[config.mk]
export PLATFORM = sky130hd
export DESIGN_NAME = skid_buffer
export DESIGN_NICKNAME = d
export VERILOG_FILES = /design/src/rtl/skid_buffer.sv
export SDC_FILE = /design/constraint.sdc
export NUM_CORES = 1
export LEC_CHECK = 0
export ABC_AREA = 1
export CAP_MARGIN = 30
export CORE_UTILIZATION = 42
export CTS_CLUSTER_SIZE = 14
export DETAILED_ROUTE_END_ITERATION = 6
export PLACE_DENSITY = 0.72
export SETUP_SLACK_MARGIN = 0.05
export SLEW_MARGIN = 20
export SYNTH_ARGS = -nofsm -noshare
export SYNTH_HDL_FRONTEND = slang
export SYNTH_SLANG_ARGS = --single-unit
export TNS_END_PERCENT = 1
[constraint.sdc]
create_clock -name clk -period 4 [get_ports clk]
set_input_delay 0.4 -clock clk [delete_from_list [all_inputs] [get_ports clk]]
set_output_delay 0.4 -clock clk [all_outputs]
set_load 0.005 [all_outputs]
[src/rtl/skid_buffer.sv]
// Two-entry valid/ready skid buffer with registered forward and backward paths.
// Optional stats counters are enabled by defining SKID_BUFFER_STATS_EN.
module skid_buffer #(
  parameter int WIDTH = 32
) (
  input  logic             clk,
  input  logic             rst,
  input  logic             flush,
  input  logic             in_valid,
  output logic             in_ready,
  input  logic [WIDTH-1:0] in_data,
  output logic             out_valid,
  input  logic             out_ready,
  output logic [WIDTH-1:0] out_data,
  output logic [1:0]       occupancy,
  output logic [15:0]      stall_cycles,
  output logic [15:0]      skid_hits
);

  typedef enum logic [1:0] {
    EMPTY = 2'd0,
    BUSY  = 2'd1,
    FULL  = 2'd2
  } state_t;

  state_t           state;
  logic [WIDTH-1:0] skid;
  logic             xfer_in;
  logic             xfer_out;

  assign xfer_in  = in_valid && in_ready;
  assign xfer_out = out_valid && out_ready;

  // in_ready is loaded with (next state != FULL) on every edge
  always_ff @(posedge clk or posedge rst) begin
    if (rst) begin
      state     <= EMPTY;
      out_valid <= 1'b0;
      out_data  <= '0;
      skid      <= '0;
      in_ready  <= 1'b0;
      occupancy <= 2'd0;
    end else if (flush) begin
      state     <= EMPTY;
      out_valid <= 1'b0;
      in_ready  <= 1'b1;
      occupancy <= 2'd0;
    end else begin
      unique case (state)
        EMPTY: begin
          in_ready <= 1'b1;
          if (xfer_in) begin
            out_data  <= in_data;
            out_valid <= 1'b1;
            occupancy <= 2'd1;
            state     <= BUSY;
          end
        end
        BUSY: begin
          in_ready <= 1'b1;
          unique case ({xfer_in, xfer_out})
            2'b11: out_data <= in_data;
            2'b10: begin
              skid      <= in_data;
              occupancy <= 2'd2;
              in_ready  <= 1'b0;
              state     <= FULL;
            end
            2'b01: begin
              out_valid <= 1'b0;
              occupancy <= 2'd0;
              state     <= EMPTY;
            end
            default: ;
          endcase
        end
        FULL: begin
          in_ready <= 1'b0;
          if (xfer_out) begin
            out_data  <= skid;
            occupancy <= 2'd1;
            in_ready  <= 1'b1;
            state     <= BUSY;
          end
        end
        default: begin
          state     <= EMPTY;
          out_valid <= 1'b0;
          occupancy <= 2'd0;
          in_ready  <= 1'b1;
        end
      endcase
    end
  end

`ifdef SKID_BUFFER_STATS_EN
  logic skid_hit;

  assign skid_hit = !flush && (state == BUSY)
                    && xfer_in && !xfer_out;

  // counters survive flush; only rst clears them
  always_ff @(posedge clk or posedge rst) begin
    if (rst) begin
      stall_cycles <= '0;
      skid_hits    <= '0;
    end else begin
      if (out_valid && !out_ready
          && stall_cycles != 16'hFFFF)
        stall_cycles <= stall_cycles + 16'd1;
      if (skid_hit && skid_hits != 16'hFFFF)
        skid_hits <= skid_hits + 16'd1;
    end
  end
`else
  assign stall_cycles = '0;
  assign skid_hits    = '0;
`endif

endmodule

# After elaboration in Yosys (flattened, before gate mapping)
# Cells that the tools add are included.
# word_totals
register_bits	68
inputBits	37
out_inout_bits	68
wordCells	44
# classes
n_eq_ne	13
mux	17
bitwise_logic	1
n_reduce_logical	8
# op_table
operator	count
$mux W32	3
$pmux W32 S3	1
$reduce_and A3 Y1	3
$eq A2 B2 Y1 const B	3
$mux W1	6
$mux W2	3
$ne A2 B2 Y1 const B	3
$ne A3 B3 Y1 const B	2
$pmux W2 S3	1
$reduce_and A5 Y1	1
$eq A2 B1 Y1 const B	2
$ne A4 B3 Y1 const B	1
$pmux W2 S2	1
$ne A3 B2 Y1 const B	1
$pmux W1 S3	1
$reduce_bool A3 Y1	1
$logic_and A1 B1 Y1	2
$logic_not A2 Y1	1
$ne A2 B1 Y1 const B	1
$pmux W1 S2	1
$not A1 Y1	1

# Longest topological paths before layout
# Gate-level depths: netlist of run 1.
# depth
depth_word	5
ltp_mapped	9
ltp_nobuf	8

# Worst setup path before layout of run 1
# OpenSTA, ideal clock, no wires.
# synth_timing
path_type	register -> register
start	register state[0]
end	register out_data[10]
setup_time_ps	116
t_arrival_ps	1318
required_ps	3884
path_slack_ps	2565
path_stages_with_launch	10
n_path_buf	1
period_less_slack_ps	1435
cell_sequence	dfrtp_1 > inv_1 > ha_1 > nand2_1 > nand2_2 > nor2_8 > nand2_4 > buf_6 > nand2_1 > nand2_1
# synth_between
elab_chain_len	3
elab_cells_between_ends	9
cone_classes	eq/ne (5); mux (1); reduce/logical (3)
# synth_lines
item	line	text
start, declared	26	state_t state;
start signal, assigned	37	state <= EMPTY;
start signal, assigned	44	state <= EMPTY;
start signal, assigned	56	state <= BUSY;
$eq A2 B1 Y1 (tied with other cells)	49	unique case (state)
$ne A2 B1 Y1 (no source line) (tied with other cells)	--	
$reduce_and A5 Y1 (no source line)	--	
end signal, assigned	53	out_data <= in_data;
end signal, assigned	62	2'b11: out_data <= in_data;
end signal, assigned	80	out_data <= skid;
end, declared	14	output logic [WIDTH-1:0] out_data,
# Several ways; a longest one is shown, not always the timed one.
# A chain may end at the register's enable or synchronous reset.

# Worst setup path after layout of run 1
# layout_timing
start	register state[0]
end	register out_data[1]
# Same word-level chain as after synthesis.

==> results.json, run 1 <==
{
  "wl_per_cell_um": 12.3,
  "crit_family": "simple AND/OR/NAND/NOR gates",
  "cts_tree": "yes",
  "p_per_area_nw_per_um2": 651,
  "max_freq_ghz": 0.425,
  "start_kind": "register",
  "die-area_um2": 9220,
  "r2r_slack_ps": 1650,
  "via_per_inst": 4.68,
  "synth_fa_ha_area_share_pct": 1.68,
  "worst_pin_slew_ps": 609,
  "rsz0062_at_grt": "false",
  "vias": 2825,
  "drv_slew": 0,
  "stdcell_count": 604,
  "p_leak_nw": 2.21,
  "hold_buffers": 0,
  "synth-edff-count": 0,
  "use_met2_pct": 26.7,
  "gp_congestion": 0.818,
  "grt.total_usage_pct": 17.1,
  "combPwrFrac_pct": 41.1,
  "syn_area_um2": 3710,
  "cts_sinks": 68,
  "met3_usage_pct": 3.79,
  "hold_viol": 0,
  "antenna_found_initial": 0,
  "dp_hpwl_um": 5060,
  "synth_async_sr_flop_share_pct": 100,
  "pwr-share-clk_pct": 17.9,
  "firstDrtPassIters": 4,
  "drt-initial-drc-count": 95,
  "cp_data_required_time_ps": 4230,
  "die_y_um": 96.0,
  "max_cap_violations": 0,
  "switchingPower_mw": 1.05,
  "crit_path_top_delay_cell": "dfrtp_1",
  "grt_max_degree": 70,
  "cts_resized": 0,
  "synth_top_family_by_area": "simple AND/OR/NAND/NOR gates",
  "ios": 105,
  "fin_crit_sh_pct": 58.8,
  "yosysSeqAreaShare_pct": 45.8,
  "netlist.area_leader.share_pct": 45.8,
  "yosys.area_share.simple_pct": 24.4,
  "crit_path_end_kind": "register",
  "ir_drop_v": 0.000311,
  "h-tree-depth": 3,
  "cts_buffer_depth": 2,
  "maxSlewHeadroom_pct": 59.3,
  "synth_cell_types": 24,
  "power.total_mw": 2.94,
  "synthTopCellsByArea": "dfrtp_1 (46%), nand2_1 (12%), buf_4 (7.7%), o21ai_2 (7.5%), nand2_2 (5.4%)",
  "synthXorXnorAreaFrac_pct": 0,
  "avgSynthCellArea_um2": 8.66,
  "cp.arrival_ps": 2580,
  "clkTransAtPathRegs_ps": 70,
  "drc_errors": 0,
  "timing.critical_path.mode_cell": "nand2_1",
  "cpPeakStageDelay_ps": 440,
  "hold_ws_ps": 446,
  "place_inst": 587,
  "drive_gt1_share_pct": 18.6,
  "synth_ff_type": "dfrtp_1",
  "clockRootBuffer": "clkbuf_8",
  "synth-seq-cells": 68,
  "status": "finished clean",
  "synth_warnings": 0,
  "hp-class": "in -> async",
  "start_util_pct": 44.3,
  "cts_buffers": 9,
  "synth_cells": 429,
  "netlist_top_cells_count": "nand2_1 (114), dfrtp_1 (68), buf_4 (38), inv_1 (38), nand3_1 (37)",
  "synth_compound_area_share_pct": 12.5,
  "fin_skew_ps": 6.34,
  "synth_top_cell_by_area": "dfrtp_1",
  "portBuffers": 72,
  "insertion_delay_ps": 350,
  "path_class": "reg -> reg",
  "num_rows": 33,
  "routed_wl_um": 7430,
  "crit_chain": "inv_1 > ha_2 > buf_4 > nand2_1 > nand2_2 > nor2_8 > nand2_4 > nand2_1 > nand2_1",
  "power_frac_seq_pct": 41.0,
  "overflow": 0,
  "layout_min_cycle_time_ps": 2350,
  "nNetsFinal": 536,
  "finish.utilization_pct": 53.9,
  "path_buf_inv": 2,
  "intPower_mw": 1.89,
  "netSwitchingFraction_pct": 35.8,
  "antenna_cells": 0,
  "coreArea_um2": 8380,
  "yosysMostFrequentCell": "nand2_1",
  "synthMuxAreaShare_pct": 0,
  "setup_viol": 0,
  "area_growth_pct": 21.7,
  "grt_pass1_wl_um": 11900,
  "die_x_um": 96.0,
  "postCtsSetupBuffers": 0,
  "finalSetupTns_ps": 0,
  "drtAntennaViolNets": 0,
  "grt_pass1_vias": 2577,
  "crit_path_max_fanout": 69,
  "met1_usage_pct": 22.5,
  "busiest_layer": "met2"
}
==> state kept, by name, indices dropped and copies added (netlist names) <==
name       cells
skid          32
in_ready       1
state          2
out_valid      1
out_data      32
==> power groups by stage <==
| stage | clock network [mW] | registers, mW | logic [mW] |
|---|---|---|---|
| after floorplan | 0 | 1.20 | 0.776 |
| after global placement | 0 | 1.20 | 1.18 |
| after detailed placement | 0 | 1.22 | 1.22 |
| after CTS | 0.539 | 1.21 | 1.23 |
| after global routing | 0.569 | 1.24 | 1.36 |
| final | 0.527 | 1.21 | 1.21 |
==> logic make-up (layout without fill, tap and decap cells) <==
group,Yosys count,count (layout)
adder cells (fa/ha/maj),5,5
AO/OA/AOI/OAI,66,66
flip-flops,68,68
AND/OR/NAND/NOR,193,193
buffers and inverters,96,135
other,1,32
==> per-stage QoR <==
stage	instance area [µm²]	setup slack [ps]
after global routing	4520	1420
after CTS	4490	1620
after floorplan	3830	1890
after detailed placement	4310	1570
final	4520	1650
after global placement	4290	1560
==> worst paths after layout <==
kind	from	endpoint	cells past startpoint
min reg2reg	out_data[21]$_DFFE_PP0P_	out_data[21]$_DFFE_PP0P_	2
max	state[0]$_DFFE_PP0P_	out_data[1]$_DFFE_PP0P_	9
min in group clk	out_data[21]$_DFFE_PP0P_	out_data[21]$_DFFE_PP0P_	2
max reg2reg	state[0]$_DFFE_PP0P_	out_data[1]$_DFFE_PP0P_	9
min	rst	out_data[11]$_DFFE_PP0P_	2
max in group asynchronous	rst	skid[17]$_DFFE_PP0P_	4
==> metal layers <==
layer	wire (µm)	vias up
met5	0	-
met4	136	0
met3	421	13
met2	3600	84
met1	3270	1320
li1	-	1408
==> cells in the final DEF, fill, tap and decap left out, types with 2 or more instances in the layout <==
cell and instances:
nand2_1 114, clkdlybuf4s50_1 72, dfrtp_1 68, inv_1 37, nand3_1 37, nand2_2 32
o21ai_0 32, o21ai_2 32, conb_1 32, clkbuf_8 12, inv_2 4, ha_1 4
nor2_1 3, clkbuf_1 3, buf_4 3, nand4_1 2
==> worst register-to-register path, cell delays in order, from the launching register on <==
cell and delay [ps]:
dfrtp_1 440, inv_1 110, ha_2 180, buf_4 310, nand2_1 170, nand2_2 90
nor2_8 370, nand2_4 350, nand2_1 160, nand2_1 70
==> cell type report <==
| class | count | area (µm²) |
|---|---|---|
| clock buffer | 15 | 176 |
| clock inverter | 1 | 5.00 |
| tap | 105 | 131 |
| fill | 807 | 3860 |
| multi-input combinational | 296 | 1550 |
| sequential | 68 | 1700 |
| inverter | 42 | 160 |
| timing repair buffer | 77 | 791 |
No activity file was read; power rests on OpenSTA's default activity.
==> run 2, diff against run 1 <==
Settings changed: PLACE_DENSITY 0.72 to 0.74.
Clock period 4 ns to 2.15 ns, I/O delays scaled along.
==> run 2 against run 1 <==
  * Sequential share of layout area fell by 0.49 points
  * Fmax is 30% higher
  * Die area did not move
  * Clock power is 94% higher
  * Final cell count grew 0.99%
  * Global-route usage increased by 0.57 points
  * Design area increased by 1.3%
  * Critical path type unchanged
  * Flip-flop and latch count unchanged
  * Routed wire length is 1.6% lower
==> results.json, run 2 (synthesis gave the netlist of run 1 again) <==
{
  "status": "finished clean",
  "insertion_delay_ps": 340,
  "overflow": 0,
  "nNetsFinal": 542,
  "clkTransAtPathRegs_ps": 70,
  "grt.total_usage_pct": 17.7,
  "cts_tree": "yes",
  "drc_errors": 0,
  "max_cap_violations": 0,
  "coreArea_um2": 8380,
  "cts_buffer_depth": 2,
  "hold_viol": 0,
  "fin_skew_ps": 8.77,
  "area_growth_pct": 23.3,
  "die_x_um": 96.0,
  "final_common_cell": "nand2_1",
  "combPwrFrac_pct": 41.2,
  "wl_per_cell_um": 12.0,
  "rsz0062_at_grt": "false",
  "grt_max_degree": 43,
  "firstDrtPassIters": 5,
  "crit_path_max_fanout": 32,
  "drt-initial-drc-count": 89,
  "switchingPower_mw": 2.00,
  "routed_wl_um": 7310,
  "grt_pass1_wl_um": 12400,
  "antenna_found_initial": 0,
  "layout_min_cycle_time_ps": 1810,
  "hp-class": "in -> async",
  "drv_slew": 0,
  "via_per_inst": 4.72,
  "place_inst": 594,
  "p_leak_nw": 2.24,
  "cp_data_required_time_ps": 2370,
  "gp_congestion": 0.752,
  "final_cell_mix": "nand2_1 (114), clkdlybuf4s50_1 (72), dfrtp_1 (68), inv_1 (37), nand3_1 (37)",
  "portBuffers": 72,
  "ios": 105,
  "start_kind": "register",
  "cp.arrival_ps": 2030,
  "setup_viol": 0,
  "die_y_um": 96.0,
  "finalSetupTns_ps": 0,
  "die-area_um2": 9220,
  "crit_path_end_kind": "register",
  "drive_gt1_share_pct": 20.0,
  "p_per_area_nw_per_um2": 1220,
  "vias": 2880,
  "power.total_mw": 5.57,
  "finish.utilization_pct": 54.6,
  "path_class": "reg -> reg",
  "netSwitchingFraction_pct": 35.8,
  "stdcell_count": 610,
  "power_frac_seq_pct": 40.4,
  "cts_buffers": 9,
  "h-tree-depth": 3,
  "intPower_mw": 3.58,
  "clockRootBuffer": "clkbuf_8",
  "postCtsSetupBuffers": 0,
  "antenna_cells": 0,
  "hold_buffers": 0,
  "start_util_pct": 44.3,
  "max_freq_ghz": 0.553,
  "ir_drop_v": 0.000663,
  "num_rows": 33,
  "cts_sinks": 68,
  "grt_pass1_vias": 2752,
  "top_regs": "out_data (32), skid (32), state (2)",
  "dp_hpwl_um": 5150,
  "fin_crit_sh_pct": 84.2,
  "n_fill_cell": 774,
  "drtAntennaViolNets": 0,
  "pwr-share-clk_pct": 18.3,
  "cts_resized": 0
}
run 2: cell types whose count changed in the layout (fill, tap and decap cells not counted):
cell / before / now
buf_4: 3 / 8
bufinv_16: 0 / 1
clkinv_2: 1 / 2
clkbuf_8: 12 / 9
buf_16: 1 / 0
clkbuf_1: 3 / 1
clkinvlp_4: 0 / 2
inv_6: 0 / 1
buf_12: 1 / 3
run 2: path summary, 6_finish.rpt:
check | start | end | slack (ps) | cells after the start
setup reg to reg | state[0]$_DFFE_PP0P_ | out_data[24]$_DFFE_PP0P_ | 340 | 8
hold / removal | rst | out_data[9]$_DFFE_PP0P_ | 140 | 2
min in group clk | in_data[5] | skid[5]$_DFFE_PP0P_ | 440 | 3
hold reg to reg | out_data[16]$_DFFE_PP0P_ | out_data[16]$_DFFE_PP0P_ | 470 | 2
setup / recovery | state[0]$_DFFE_PP0P_ | out_data[24]$_DFFE_PP0P_ | 340 | 8
max in group asynchronous | rst | state[0]$_DFFE_PP0P_ | 1480 | 3
run 2: routing by layer:
| layer | vias to the layer above | routed length [µm] | track usage, % | part of all wire (%) |
|---|---|---|---|---|
| met3 | 7 | 409 | 5.61 | 5.6 |
| met2 | 79 | 3580 | 29.6 | 49 |
| met5 | - | 0 | 0 | 0 |
| met1 | 1363 | 3280 | 22.2 | 45 |
| li1 | 1431 | - | - | - |
| met4 | 0 | 43 | 4.23 | 0.59 |
run 2: worst max-delay path, stage by stage, from the launching register on:
cell and delay, ps:
dfrtp_1 450, inv_1 110, ha_1 250, inv_1 120, nor2_4 70, nor2_8 210, nand2_4 260, nand2_1 140
nand2_1 70
run 2: cell type report:
cell class / instances / area (µm²) / share of cell area [%]
clock inverters: 6 / 63.8 / 1.39
inverters: 42 / 160 / 3.50
repair buffers: 83 / 841 / 18.4
multi-input cells: 296 / 1550 / 33.9
well taps: 105 / 131 / 2.87
flip-flops and latches: 68 / 1700 / 37.2
clock buffers: 10 / 128 / 2.79
run 2: metrics by stage:
stage	instance area, µm²	hold WS [ps]	worst slack, ps
after global placement	4390	460	324
after CTS	4580	144	337
after floorplan	3830	362	223
final	4580	142	340
after global routing	4580	155	189
after detailed placement	4390	459	284
run 2: power groups by stage:
| stage | logic [mW] | clock network, mW | registers (mW) |
|---|---|---|---|
| 5_1_grt | 2.60 | 1.11 | 2.33 |
| 2_1_floorplan | 1.44 | 0 | 2.23 |
| 3_3_place_gp | 2.24 | 0 | 2.26 |
| 6_report | 2.30 | 1.02 | 2.25 |
| 4_1_cts | 2.34 | 1.05 | 2.26 |
| 3_5_place_dp | 2.32 | 0 | 2.27 |
==> edit 1 (flow settings as in run 1) <==
The parameter `WIDTH` goes from 32 to 40.
--- a/src/rtl/skid_buffer.sv
+++ b/src/rtl/skid_buffer.sv
@@ -2,5 +2,5 @@
 // Optional stats counters are enabled by defining SKID_BUFFER_STATS_EN.
 module skid_buffer #(
-  parameter int WIDTH = 32
+  parameter int WIDTH = 40
 ) (
   input  logic             clk,
Ports: changed (resized in_data and out_data); port bits go from 105 to 121. No check against the original RTL was run, so the function may have changed too.
==> edit 1 against run 1 <==
Wire length is 15% higher; non-clock buffer count is 16 higher; design area is 14% higher; total power is 14% higher; worst hold slack worse by 170 ps; critical path depth is 1 lower; synthesized area is 12% higher; worst setup slack better by 180 ps; core utilization is 0.71 points higher; sequential cell count is 16 higher; die area is 12% higher; fmax is 8.1% higher.
==> edit 1: results <==
group,metric,value,unit
outcome,status,"completed",
drt,via_per_inst,4.54,
critical_path,arrival,2420,ps
clock_tree,cts.clk_slew.worst_paths,90,ps
pwr,p_leak,2.55,nW
placement,place_inst,704,
drt,met3WireLength,400,um
cells_and_area,reg_top3,"out_data (40), skid (40), state (2)",
cells_and_area,diodes,0,
yosys,ys_warn_count,0,
clock_tree,cts_resized,0,
yosys,seq_area_frac_synth,50.5,%
drt,met1Wirelength,4090,um
clock_tree,post_cts_buffers,0,
global_routing,track_usage,17.5,%
yosys,ys.flop_type,"dfrtp_1",
critical_path,slowest_delay,460,ps
clock_tree,cts.htree.levels,3,
critical_path,cp_max_fo,41,
drt,drt_iter0_drc,159,
placement,post-place-ws,1520,ps
critical_path,slowest_stage,"nor2_8",
yosys,synthArstFlopShare,100,%
critical_path,path_delay_family,"simple AND/OR/NAND/NOR gates",
drt,routed.top_layer,"met4",
yosys,syn_inst,513,
global_routing,grt_pass1_wl,14000,um
clock_tree,clockBufferDepth,2,
clock_tree,clk_latency,360,ps
sta,worst_slew_pin_slew,743,ps
clock_tree,clock-root-buffer,"clkbuf_8",
pwr,power,3.35,mW
global_routing,antenna_found_initial,0,
drt,wirelength,8500,um
global_routing,grt_max_degree,83,
placement,dp_hpwl,5650,um
yosys,yosys-top-cells-area,"dfrtp_1, nand2_1, buf_4",
drt,dr_wl_met2,3880,um
clock_tree,cts_buffers,9,
pwr,vdd_drop_max,0.000219,V
global_routing,use_met2,28.4,%
sta,clock_skew,10.5,ps
placement,io_buffers,88,
global_routing,gr-usage-met3,3.04,%
drt,wire_per_inst,11.8,um
placement,place_area,4940,um2
cells_and_area,layout-drive-gt1-share,5.41,%
worst_hold_path,min_path_type,"input pin to async pin",
global_routing,met1_usage,23.1,%
cells_and_area,nets,637,
global_routing,grt_pass1_vias,3101,
drt,dr.pass1.iters,4,
yosys,synth_commonest_cells,"nand2_1, dfrtp_1, inv_1",
placement,gp_congestion,0.912,
yosys,synth.distinct_cells,25,
edit 1: changes by cell type in the layout (fill, tap and decap cells not counted), sizes merged, moves of 3 or more:
cell | before | now
clkbuf | 15 | 9
clkdlybuf4s50 | 72 | 88
clkinv | 1 | 4
dfrtp | 68 | 84
inv | 42 | 50
nand2 | 147 | 178
nand3 | 38 | 46
o21ai | 65 | 81
edit 1: path summary, 6_finish.rpt:
kind | startpoint | slack [ps] | to | cells after the start
setup / recovery | state[0] | 1820 | out_data[16] | 8
hold / removal | rst | 280 | out_data[24] | 2
setup reg to reg | state[0] | 1820 | out_data[16] | 8
hold reg to reg | out_data[27] | 480 | out_data[27] | 2
max in group asynchronous | rst | 2780 | skid[3] | 4
min in group clk | out_data[27] | 480 | out_data[27] | 2
edit 1: logic make-up (layout without fill, tap and decap cells):
| logic type | count (synthesis) | count (layout) | synth area share, % |
|---|---|---|---|
| compound gates | 83 | 83 | 10.2 |
| other cells | 1 | 32 | 0.0901 |
| flops | 84 | 84 | 50.5 |
| buf+inv | 109 | 157 | 14.3 |
| simple gates | 231 | 231 | 23.4 |
| fa+ha+maj | 5 | 5 | 1.50 |
edit 1: where the power goes:
| group | leakage [nW] | internal, mW | total, mW | switching [mW] |
|---|---|---|---|---|
| Combinational | 1.41 | 0.658 | 1.31 | 0.650 |
| Sequential | 1.04 | 1.24 | 1.48 | 0.237 |
| Clock | 0.0906 | 0.233 | 0.561 | 0.328 |
edit 1: final cells by class:
cell class | count | area, um2
Clock buffer | 9 | 124
Tap cell | 129 | 161
Fill cell | 876 | 4270
Inverter | 48 | 181
Sequential cell | 84 | 2100
Multi-Input combinational cell | 351 | 1590
Clock inverter | 7 | 56.3
Timing Repair Buffer | 93 | 931
==> edit 2 (settings of run 1) <==
Made on the original files. Encoding of `state_t`: now one-hot (3 bits for 3 states).
--- a/src/rtl/skid_buffer.sv
+++ b/src/rtl/skid_buffer.sv
@@ -18,8 +18,8 @@
 );
 
-  typedef enum logic [1:0] {
-    EMPTY = 2'd0,
-    BUSY  = 2'd1,
-    FULL  = 2'd2
+  typedef enum logic [2:0] {
+    EMPTY = 3'b001,
+    BUSY  = 3'b010,
+    FULL  = 3'b100
   } state_t;
 
Check against the original RTL: no difference found for any inputs over 4 cycles, from zero or initial values and one cycle with rst high; so few cycles prove little.
==> edit 2 against run 1 <==
Worst hold slack got worse by 8.8 ps; design area fell by 1.1%; worst setup slack got worse by 480 ps; sequential cell count rose by 1; total power fell by 0.14%; first-iteration DRC count rose by 74%; clock skew rose by 5.2 ps; wire length rose by 13%; fmax fell by 17%; synthesized area fell by 0.10%; critical path type unchanged; largest power group unchanged.
==> edit 2: results <==
group,metric,value,unit
outcome,status,"completed",
global_routing,gr-usage-met3,3.08,%
yosys,synth_commonest_cells,"nand2_1, dfrtp_1, buf_4",
drt,met3WireLength,389,um
yosys,yosys-top-cells-area,"dfrtp_1, nand2_1, buf_4",
yosys,seq_area_frac_synth,46.6,%
cells_and_area,nets,559,
placement,gp_congestion,0.789,
pwr,pwr-share-seq,42.3,%
cells_and_area,nClkBuffers,10,
global_routing,use_met2,31.6,%
pwr,p_leak,2.34,nW
clock_tree,cts.sinks,69,
global_routing,grt_pass1_wl,13700,um
global_routing,grt_pass1_vias,2867,
yosys,synth_compound_area_share,0.607,%
cells_and_area,buffers,76,
pwr,pwr-share-clk,18.4,%
floorplan,die_x,96,um
pwr,vdd_drop_max,0.000224,V
global_routing,track_usage,19.7,%
placement,dp_hpwl,5580,um
cells_and_area,fillCellCount,783,
pwr,p_sw_share,37.1,%
placement,place_area,4290,um2
placement,place_inst,616,
drt,dr_wl_met2,3920,um
global_routing,grt_max_degree,37,
cells_and_area,multi_input_area_share,36.4,%
yosys,synth.distinct_cells,23,
cells_and_area,reg_top3,"out_data (32), skid (32), occupancy (2)",
cells_and_area,clock_cell_area_share,4.03,%
global_routing,met1_usage,26.4,%
placement,post-place-ws,1240,ps
cells_and_area,layout-drive-gt1-share,12.4,%
cells_and_area,nNonClkInverters,9,
drt,drt_iter0_drc,165,
==> edit 2: cell count changes after synthesis, moves of 5 or more <==
cell,change
buf_2,+8
buf_6,-9
clkbuf_1,+6
ha_1,-5
inv_1,-32
nand2_1,+93
nand4_1,+32
o21ai_0,-30
o21ai_2,-32
==> edit 2: path summary, 6_finish.rpt <==
check,start,slack (ps),endpoint,depth (start not counted)
setup / recovery,state[0],1160,out_data[28],7
hold / removal,rst,440,out_data[3],2
setup reg to reg,state[0],1160,out_data[28],7
hold reg to reg,out_data[28],470,out_data[28],2
max in group asynchronous,rst,2690,skid[5],4
min in group clk,out_data[28],470,out_data[28],2
==> edit 2: worst max-delay path, cell delays in order (launching register included) <==
cell     delay, ps
dfstp_2        590
nor2_4          40
buf_4          250
nand2_4        360
nand3_2        620
nand3_4        730
nand2_1         90
nand2_1         70
